$ cat config.mk
export PLATFORM = sky130hd
export DESIGN_NAME = setup_packet_decoder_flat
export DESIGN_NICKNAME = d
export VERILOG_FILES = /design/src/rtl/setup_packet_decoder_pkg.sv /design/src/rtl/setup_packet_decoder_if.sv /design/src/rtl/setup_shift_reg.sv /design/src/rtl/setup_packet_decoder.sv /design/src/flat_wrapper.sv
export SDC_FILE = /design/constraint.sdc
export NUM_CORES = 1
export LEC_CHECK = 0
export CAP_MARGIN = 20
export CORE_UTILIZATION = 50
export DETAILED_ROUTE_END_ITERATION = 16
export DONT_BUFFER_PORTS = 1
export SYNTH_ARGS = -nofsm -noshare
export SYNTH_HDL_FRONTEND = slang
export SYNTH_SLANG_ARGS = --single-unit
$ cat constraint.sdc
create_clock -name clk -period 6.1 [get_ports clk]
set_input_delay 0 -clock clk [delete_from_list [all_inputs] [get_ports clk]]
set_output_delay 0 -clock clk [all_outputs]
set_load 0.05 [all_outputs]
$ cat src/rtl/setup_packet_decoder_pkg.sv
// Shared definitions for the SETUP decoder and the trace stage: sizes, state codes,
// request codes and the field-assembly helper.
package setup_packet_decoder_pkg;

  localparam int SETUP_BYTES = 8;
  localparam int SEL_W       = 9;
  localparam int IDX_W       = $clog2(SETUP_BYTES);
  localparam int CNT_W       = $clog2(SETUP_BYTES + 1);

  localparam logic [1:0] IDLE_ENC    = 2'd0;
  localparam logic [1:0] COLLECT_ENC = 2'd1;
  localparam logic [1:0] HOLD_ENC    = 2'd2;
  localparam logic [1:0] ERR_ENC     = 2'd3;

  typedef enum logic [1:0] {
    ST_IDLE    = IDLE_ENC,
    ST_COLLECT = COLLECT_ENC,
    ST_HOLD    = HOLD_ENC,
    ST_ERR     = ERR_ENC
  } state_e;

  localparam logic [7:0] REQ_GET_DESCRIPTOR = 8'h06;
  localparam logic [7:0] REQ_PARAM_READ     = 8'h86;

  typedef logic [SETUP_BYTES-1:0][7:0] shadow_t;

  typedef struct packed {
    logic [7:0]       bm_request_type;
    logic [7:0]       b_request;
    logic [SEL_W-1:0] select;
    logic [15:0]      w_index;
    logic [15:0]      w_length;
  } setup_fields_t;

  // Multi-byte fields are little-endian on the wire; select is the low part of wValue.
  function automatic setup_fields_t decode_fields(input shadow_t b);
    setup_fields_t f;
    f.bm_request_type = b[0];
    f.b_request       = b[1];
    f.select          = SEL_W'({b[3], b[2]});
    f.w_index         = {b[5], b[4]};
    f.w_length        = {b[7], b[6]};
    return f;
  endfunction

endpackage

$ cat src/rtl/setup_packet_decoder_if.sv
// Byte stream from the packet receiver plus the decoded request handed to the trace stage.
interface setup_packet_decoder_if;
  import setup_packet_decoder_pkg::*;

  logic             sop;
  logic [7:0]       byte_in;
  logic             byte_valid;
  logic             byte_ready;
  logic             eop;
  logic [7:0]       bmRequestType;
  logic [7:0]       bRequest;
  logic [SEL_W-1:0] select;
  logic [15:0]      wIndex;
  logic [15:0]      wLength;
  logic             setup_valid;
  logic             setup_ack;
  logic             setup_err;

  // Receiver / trace-stage side.
  modport master (
    output sop, byte_in, byte_valid, eop, setup_ack,
    input  byte_ready, bmRequestType, bRequest, select, wIndex, wLength,
           setup_valid, setup_err
  );

  // Decoder side.
  modport slave (
    input  sop, byte_in, byte_valid, eop, setup_ack,
    output byte_ready, bmRequestType, bRequest, select, wIndex, wLength,
           setup_valid, setup_err
  );

endinterface

$ cat src/rtl/setup_shift_reg.sv
// Shadow store for one SETUP packet: eight bytes written by index as they arrive.
module setup_shift_reg
  import setup_packet_decoder_pkg::*;
(
  input  logic             clk,
  input  logic             i_we,
  input  logic [IDX_W-1:0] i_idx,
  input  logic [7:0]       i_data,
  output shadow_t          o_bytes
);

  shadow_t r_bytes;

  // NOTE: storage array has no reset; every byte is rewritten before a packet is accepted,
  // and leaving it unreset lets it map onto plain flops or RAM without a clear path.
  // Sequential state always uses non-blocking assignment.
  always_ff @(posedge clk) begin
    if (i_we) begin
      r_bytes[i_idx] <= i_data;
    end
  end

  assign o_bytes = r_bytes;

endmodule

$ cat src/rtl/setup_packet_decoder.sv
// Assembles the 8-byte SETUP stream into request fields, holds them until acknowledged,
// and drops malformed (short or long) packets with a one-cycle error pulse.
module setup_packet_decoder
  import setup_packet_decoder_pkg::*;
(
  input logic                   clk,
  input logic                   reset_L,
  setup_packet_decoder_if.slave bus
);

  state_e           r_state;
  state_e           w_state_nxt;
  logic [CNT_W-1:0] r_count;
  logic [CNT_W-1:0] w_count_nxt;
  logic [CNT_W-1:0] w_base;
  logic             w_xfer;
  logic             w_we;
  logic             w_load;
  logic             w_ack;
  logic             r_setup_valid;
  setup_fields_t    r_fields;
  shadow_t          w_shadow;

  assign bus.byte_ready = (r_state == ST_COLLECT);
  assign bus.setup_err  = (r_state == ST_ERR);
  assign w_xfer         = bus.byte_valid & bus.byte_ready;

  setup_shift_reg u_shadow (
    .clk     (clk),
    .i_we    (w_we),
    .i_idx   (w_base[IDX_W-1:0]),
    .i_data  (bus.byte_in),
    .o_bytes (w_shadow)
  );

  always_ff @(posedge clk) begin
    if (!reset_L) begin
      r_state <= ST_IDLE;
    end else begin
      r_state <= w_state_nxt;
    end
  end

  // NOTE: every signal written here gets a default first, so no path leaves one
  // unassigned and no latch is inferred.
  always_comb begin
    w_state_nxt = r_state;
    w_count_nxt = r_count;
    w_base      = r_count;
    w_we        = 1'b0;
    w_load      = 1'b0;
    w_ack       = 1'b0;
    case (r_state)
      ST_IDLE: begin
        if (bus.sop) begin
          w_state_nxt = ST_COLLECT;
          w_count_nxt = '0;
        end
      end
      ST_COLLECT: begin
        // A restart rewinds the write index; the byte on this cycle, if any, is byte 0.
        if (bus.sop) begin
          w_base = '0;
        end
        w_count_nxt = w_base;
        if (w_xfer && (w_base == CNT_W'(SETUP_BYTES))) begin
          w_state_nxt = ST_ERR;
        end else begin
          if (w_xfer) begin
            w_we        = 1'b1;
            w_count_nxt = w_base + 1'b1;
          end
          // The byte of this cycle is counted before eop decides the packet length.
          if (bus.eop) begin
            w_state_nxt = (w_count_nxt == CNT_W'(SETUP_BYTES)) ? ST_HOLD : ST_ERR;
          end
        end
      end
      ST_HOLD: begin
        if (!r_setup_valid) begin
          w_load = 1'b1;
        end else if (bus.setup_ack) begin
          w_ack       = 1'b1;
          w_state_nxt = ST_IDLE;
        end
      end
      ST_ERR: begin
        w_state_nxt = ST_IDLE;
      end
      default: begin
        w_state_nxt = ST_IDLE;
      end
    endcase
  end

  // Fields change only on a load, so an error or an ack leaves the last request visible.
  always_ff @(posedge clk) begin
    if (!reset_L) begin
      r_count       <= '0;
      r_setup_valid <= 1'b0;
      r_fields      <= '0;
    end else begin
      r_count <= w_count_nxt;
      if (w_load) begin
        r_fields      <= decode_fields(w_shadow);
        r_setup_valid <= 1'b1;
      end else if (w_ack) begin
        r_setup_valid <= 1'b0;
      end
    end
  end

  assign bus.bmRequestType = r_fields.bm_request_type;
  assign bus.bRequest      = r_fields.b_request;
  assign bus.select        = r_fields.select;
  assign bus.wIndex        = r_fields.w_index;
  assign bus.wLength       = r_fields.w_length;
  assign bus.setup_valid   = r_setup_valid;

endmodule

$ cat src/flat_wrapper.sv
// flat-port wrapper written by rule: the top's interface ports become plain ports
module setup_packet_decoder_flat import setup_packet_decoder_pkg::*;
  (clk, reset_L, bus_sop, bus_byte_in, bus_byte_valid, bus_eop, bus_setup_ack, bus_byte_ready, bus_bmRequestType, bus_bRequest, bus_select, bus_wIndex, bus_wLength, bus_setup_valid, bus_setup_err);
  setup_packet_decoder_if bus_i ();
  input logic clk;
  input logic reset_L;
  input wire logic [$bits(bus_i.sop)-1:0] bus_sop;
  input wire logic [$bits(bus_i.byte_in)-1:0] bus_byte_in;
  input wire logic [$bits(bus_i.byte_valid)-1:0] bus_byte_valid;
  input wire logic [$bits(bus_i.eop)-1:0] bus_eop;
  input wire logic [$bits(bus_i.setup_ack)-1:0] bus_setup_ack;
  output wire logic [$bits(bus_i.byte_ready)-1:0] bus_byte_ready;
  output wire logic [$bits(bus_i.bmRequestType)-1:0] bus_bmRequestType;
  output wire logic [$bits(bus_i.bRequest)-1:0] bus_bRequest;
  output wire logic [$bits(bus_i.select)-1:0] bus_select;
  output wire logic [$bits(bus_i.wIndex)-1:0] bus_wIndex;
  output wire logic [$bits(bus_i.wLength)-1:0] bus_wLength;
  output wire logic [$bits(bus_i.setup_valid)-1:0] bus_setup_valid;
  output wire logic [$bits(bus_i.setup_err)-1:0] bus_setup_err;
  assign bus_i.sop = bus_sop;
  assign bus_i.byte_in = bus_byte_in;
  assign bus_i.byte_valid = bus_byte_valid;
  assign bus_i.eop = bus_eop;
  assign bus_i.setup_ack = bus_setup_ack;
  assign bus_byte_ready = bus_i.byte_ready;
  assign bus_bmRequestType = bus_i.bmRequestType;
  assign bus_bRequest = bus_i.bRequest;
  assign bus_select = bus_i.select;
  assign bus_wIndex = bus_i.wIndex;
  assign bus_wLength = bus_i.wLength;
  assign bus_setup_valid = bus_i.setup_valid;
  assign bus_setup_err = bus_i.setup_err;
  setup_packet_decoder u_core (.clk(clk), .reset_L(reset_L), .bus(bus_i));
endmodule
==> impl_results.md <==
* Worst path max stage delay at 560 ps
* Max IR drop VDD at 0.1992 mV
* Final instance area at 4962 um^2
* Status: finished, final reports clean
* Crit path time final at approximately 2400 ps
* Global-route wire length before repair at 13870 um
* CTS sink count at around 120
* Hold Startpoint: reset_L
* Area Overhead vs Synth at 20.91%
* Delay-heaviest family, CP: simple AND/OR/NAND/NOR gates
* Depth of the most critical reg-to-reg path at 5
* CTS tree: done
* Routed length per instance at 17.11 um
* Clock Latency Late Sink at 500 ps
* Clock network power share at 0.494
* Max-slew violations at 0
* Setup TNS at 0 ps
* Rel. slew slack at 0.4217
* Row count at 32
* Post-Synthesis Cells at 370
* Crit path launch type: register
* P_int at 1.526 mW
* Power per standard cell area at 394.7 nW/um^2
* CP Buf/Inv Count at 1
* DR DRC count at 0
* RD Place Congestion at 0.9191
* Worst Max-Slew Pin Slew at 860.8 ps
* EDFF count, synth at 57
* Psw at 432.3 uW
* Drt first-iter violations at around 160
* Clk pin slew, worst setup/hold paths at 50 ps
* Sw frac at 0.2207
* Vias per inst at 5.380
* Commonest non-fill, non-tap cell in the layout: nand2_1
* R2R Setup Slk at 3740 ps
* CTS resizes at 0
* Chip width at 92.60 um
* GRT Resource Usage Total at 0.2220
* Hold Path End: u_core.r_count[3]
* Number of CTS-inserted buffers at 17
* Io pins at 74
* Die height at 92.60 um
* CTS max path bufs at 2
* DP Wirelength at 4904 um
* Antenna violations before repair at 0
* Avg Cell Area, Syn at 11.09 um^2
* Top_reg_cell synth: dfxtp_1
* Fraction of registers with async set/reset at 0
* Die ar. at 8574 um^2
* Period utilization at 0.3866
* Critical path type: register to register
* IO Port Bufs at 0
* Yosys cell types at 28
* Max Fclk at 424.0 MHz
* Syn Nets at 384
* Critical Path RT at 6480 ps
* RSZ-0062 raised after global routing: no
* CP cell instances: and4b_1 -> and3_1 -> a21oi_1 -> o41a_1 -> dlygate4sd3_1
* H-tree Lvls at 4
* Largest net degree at the start of global routing at 65
* Critical Path AT at about 2700 ps
* Vias in the first global route at approximately 2600
* Core ar. at 7848 um^2
* Nets at 402
* Critical Path Sink Type: register
* Hold Violations, Final at 0
* Root Buffer: clkbuf_8
* Final ANT Viol Nets at 0
* GR Overflow Total at 0
* Slowest cell on the critical path: dlygate4sd3_1
* #FFs+latches synth at 121
* Final clock skew at 9.092 ps
* LEAKAGE at 1.685 nW
* DRT Wirelength at 8606 um
* Initial Utilization at 0.5230
* Cell Area, Synth at a little over 4000 um^2
* Sequential area share after synthesis at 0.7293
* Sequential power share at 0.470
* Reg2reg end: u_core.r_state[0]
* Antenna diode count at 0
* Logic pwr share at 0.036
* Fraction of layout cells with a size suffix above 1 at 0.09726
* Worst Path Max Fanout at 9
* Worst hold path type: input pin to register
* Max-Cap Viols at 0
* DRT Pass-1 Iters at 5
* Hold Path Depth at 3
* R2r startpoint: u_core.r_state[0]
* YS warnings at 0
* Commonest non-fill, non-tap cells in the layout: nand2_1, a21oi_1, dfxtp_1
* Placed cell areas at approximately 4200 um^2
* Via Count at 2706
* Final setup violation count at 0
cell type report:
| class | count | area [um^2] |
|---|---|---|
| fillers | 656 | 2885 |
| repair buffers | 20 | 212.7 |
| clock buffers | 27 | 576.8 |
| clock inverters | 5 | 25.02 |
| flip-flops and latches | 121 | 2993 |
| inverters | 4 | 15.01 |
| well taps | 102 | 127.6 |
| multi-input cells | 224 | 1012 |
repair_timing:
item / CTS / global route
setup buffers: 0 / 0
hold endpoints to repair: 72 / 15
hold buffers: 14 / 1
metal layers:
layer	GRT usage	up-vias	wire, um
met2	0.3494	85	4255
li1	-	1303	-
met4	0.09635	0	105
met3	0.08539	10	631
met5	0	-	0
met1	0.2721	1308	3613
Yosys cell counts (all sizes together) (2+ instances only):
cell / n / share of area
nand2: 119 / 0.11
a21oi: 67 / 0.082
dfxtp: 64 / 0.31
edfxtp: 57 / 0.42
buf: 12 / 0.014
clkbuf: 9 / 0.0082
nor2: 7 / 0.0064
inv: 4 / 0.0037
nand3: 4 / 0.0049
o21ai: 4 / 0.0049
nand2b: 3 / 0.0046
nor3: 3 / 0.0037
a31oi: 2 / 0.0030
and2: 2 / 0.0030
and3: 2 / 0.0030
nor2b: 2 / 0.0030
registers in the layout, summed over array words and instances, names as in the netlist:
name and cells:
u_core.bus.wIndex 16, u_core.r_state 2, u_core.bus.wLength 16, u_core.u_shadow.o_bytes 57, u_core.r_count 4, u_core.bus.select 9
u_core.bus.setup_valid 1, u_core.bus.bmRequestType 8, u_core.bus.bRequest 8
through the flow:
stage	utilization	setup slack (ps)	power [mW]	hold WS, ps	cells
2_1_floorplan	-	4164	0.9784	98.87	370
3_3_place_gp	0.5314	4002	0.9881	99.40	454
3_5_place_dp	0.5314	3950	0.9897	99.43	454
4_1_cts	0.6260	3759	1.971	116.4	500
5_1_grt	0.6323	3610	2.022	185.2	503
6_report	0.6323	3742	1.959	196.9	503
cells by family after synthesis:
| family | count (synthesis) | share of synthesized area |
|---|---|---|
| buffers and inverters | 25 | 0.02592 |
| AOI/OAI and AO/OA | 76 | 0.09664 |
| DFF | 121 | 0.7293 |
| xor gates and xnor gates | 1 | 0.002135 |
| and+or+nand+nor | 147 | 0.1460 |
power by group through the flow:
stage,logic (mW),clock network [mW],registers [mW]
2_1_floorplan,0.0453,0,0.933
3_3_place_gp,0.0510,0,0.937
3_5_place_dp,0.0521,0,0.938
4_1_cts,0.0683,0.982,0.921
5_1_grt,0.0795,1.02,0.922
6_report,0.0708,0.967,0.921
tightest hold or removal path, stage by stage:
cell and delay, ps:
nand3_1 60, o41ai_1 60, dlygate4sd3_1 540
worst max-delay path by stage:
stage                            from                          end  slack (ps)  depth (start not counted)
2_1_floorplan       u_core.r_state[1]  u_core.u_shadow.o_bytes[32]        4160                          3
3_3_place_gp   u_core.bus.setup_valid        u_core.bus.wIndex[12]        4000                          3
3_5_place_dp   u_core.bus.setup_valid         u_core.bus.select[4]        3950                          3
4_1_cts             u_core.r_count[1]            u_core.r_state[0]        3760                          5
5_1_grt             u_core.r_count[1]            u_core.r_state[0]        3610                          5
6_report            u_core.r_state[0]            u_core.r_state[0]        3740                          5
Note: power is estimated with default switching activity, not from simulation.
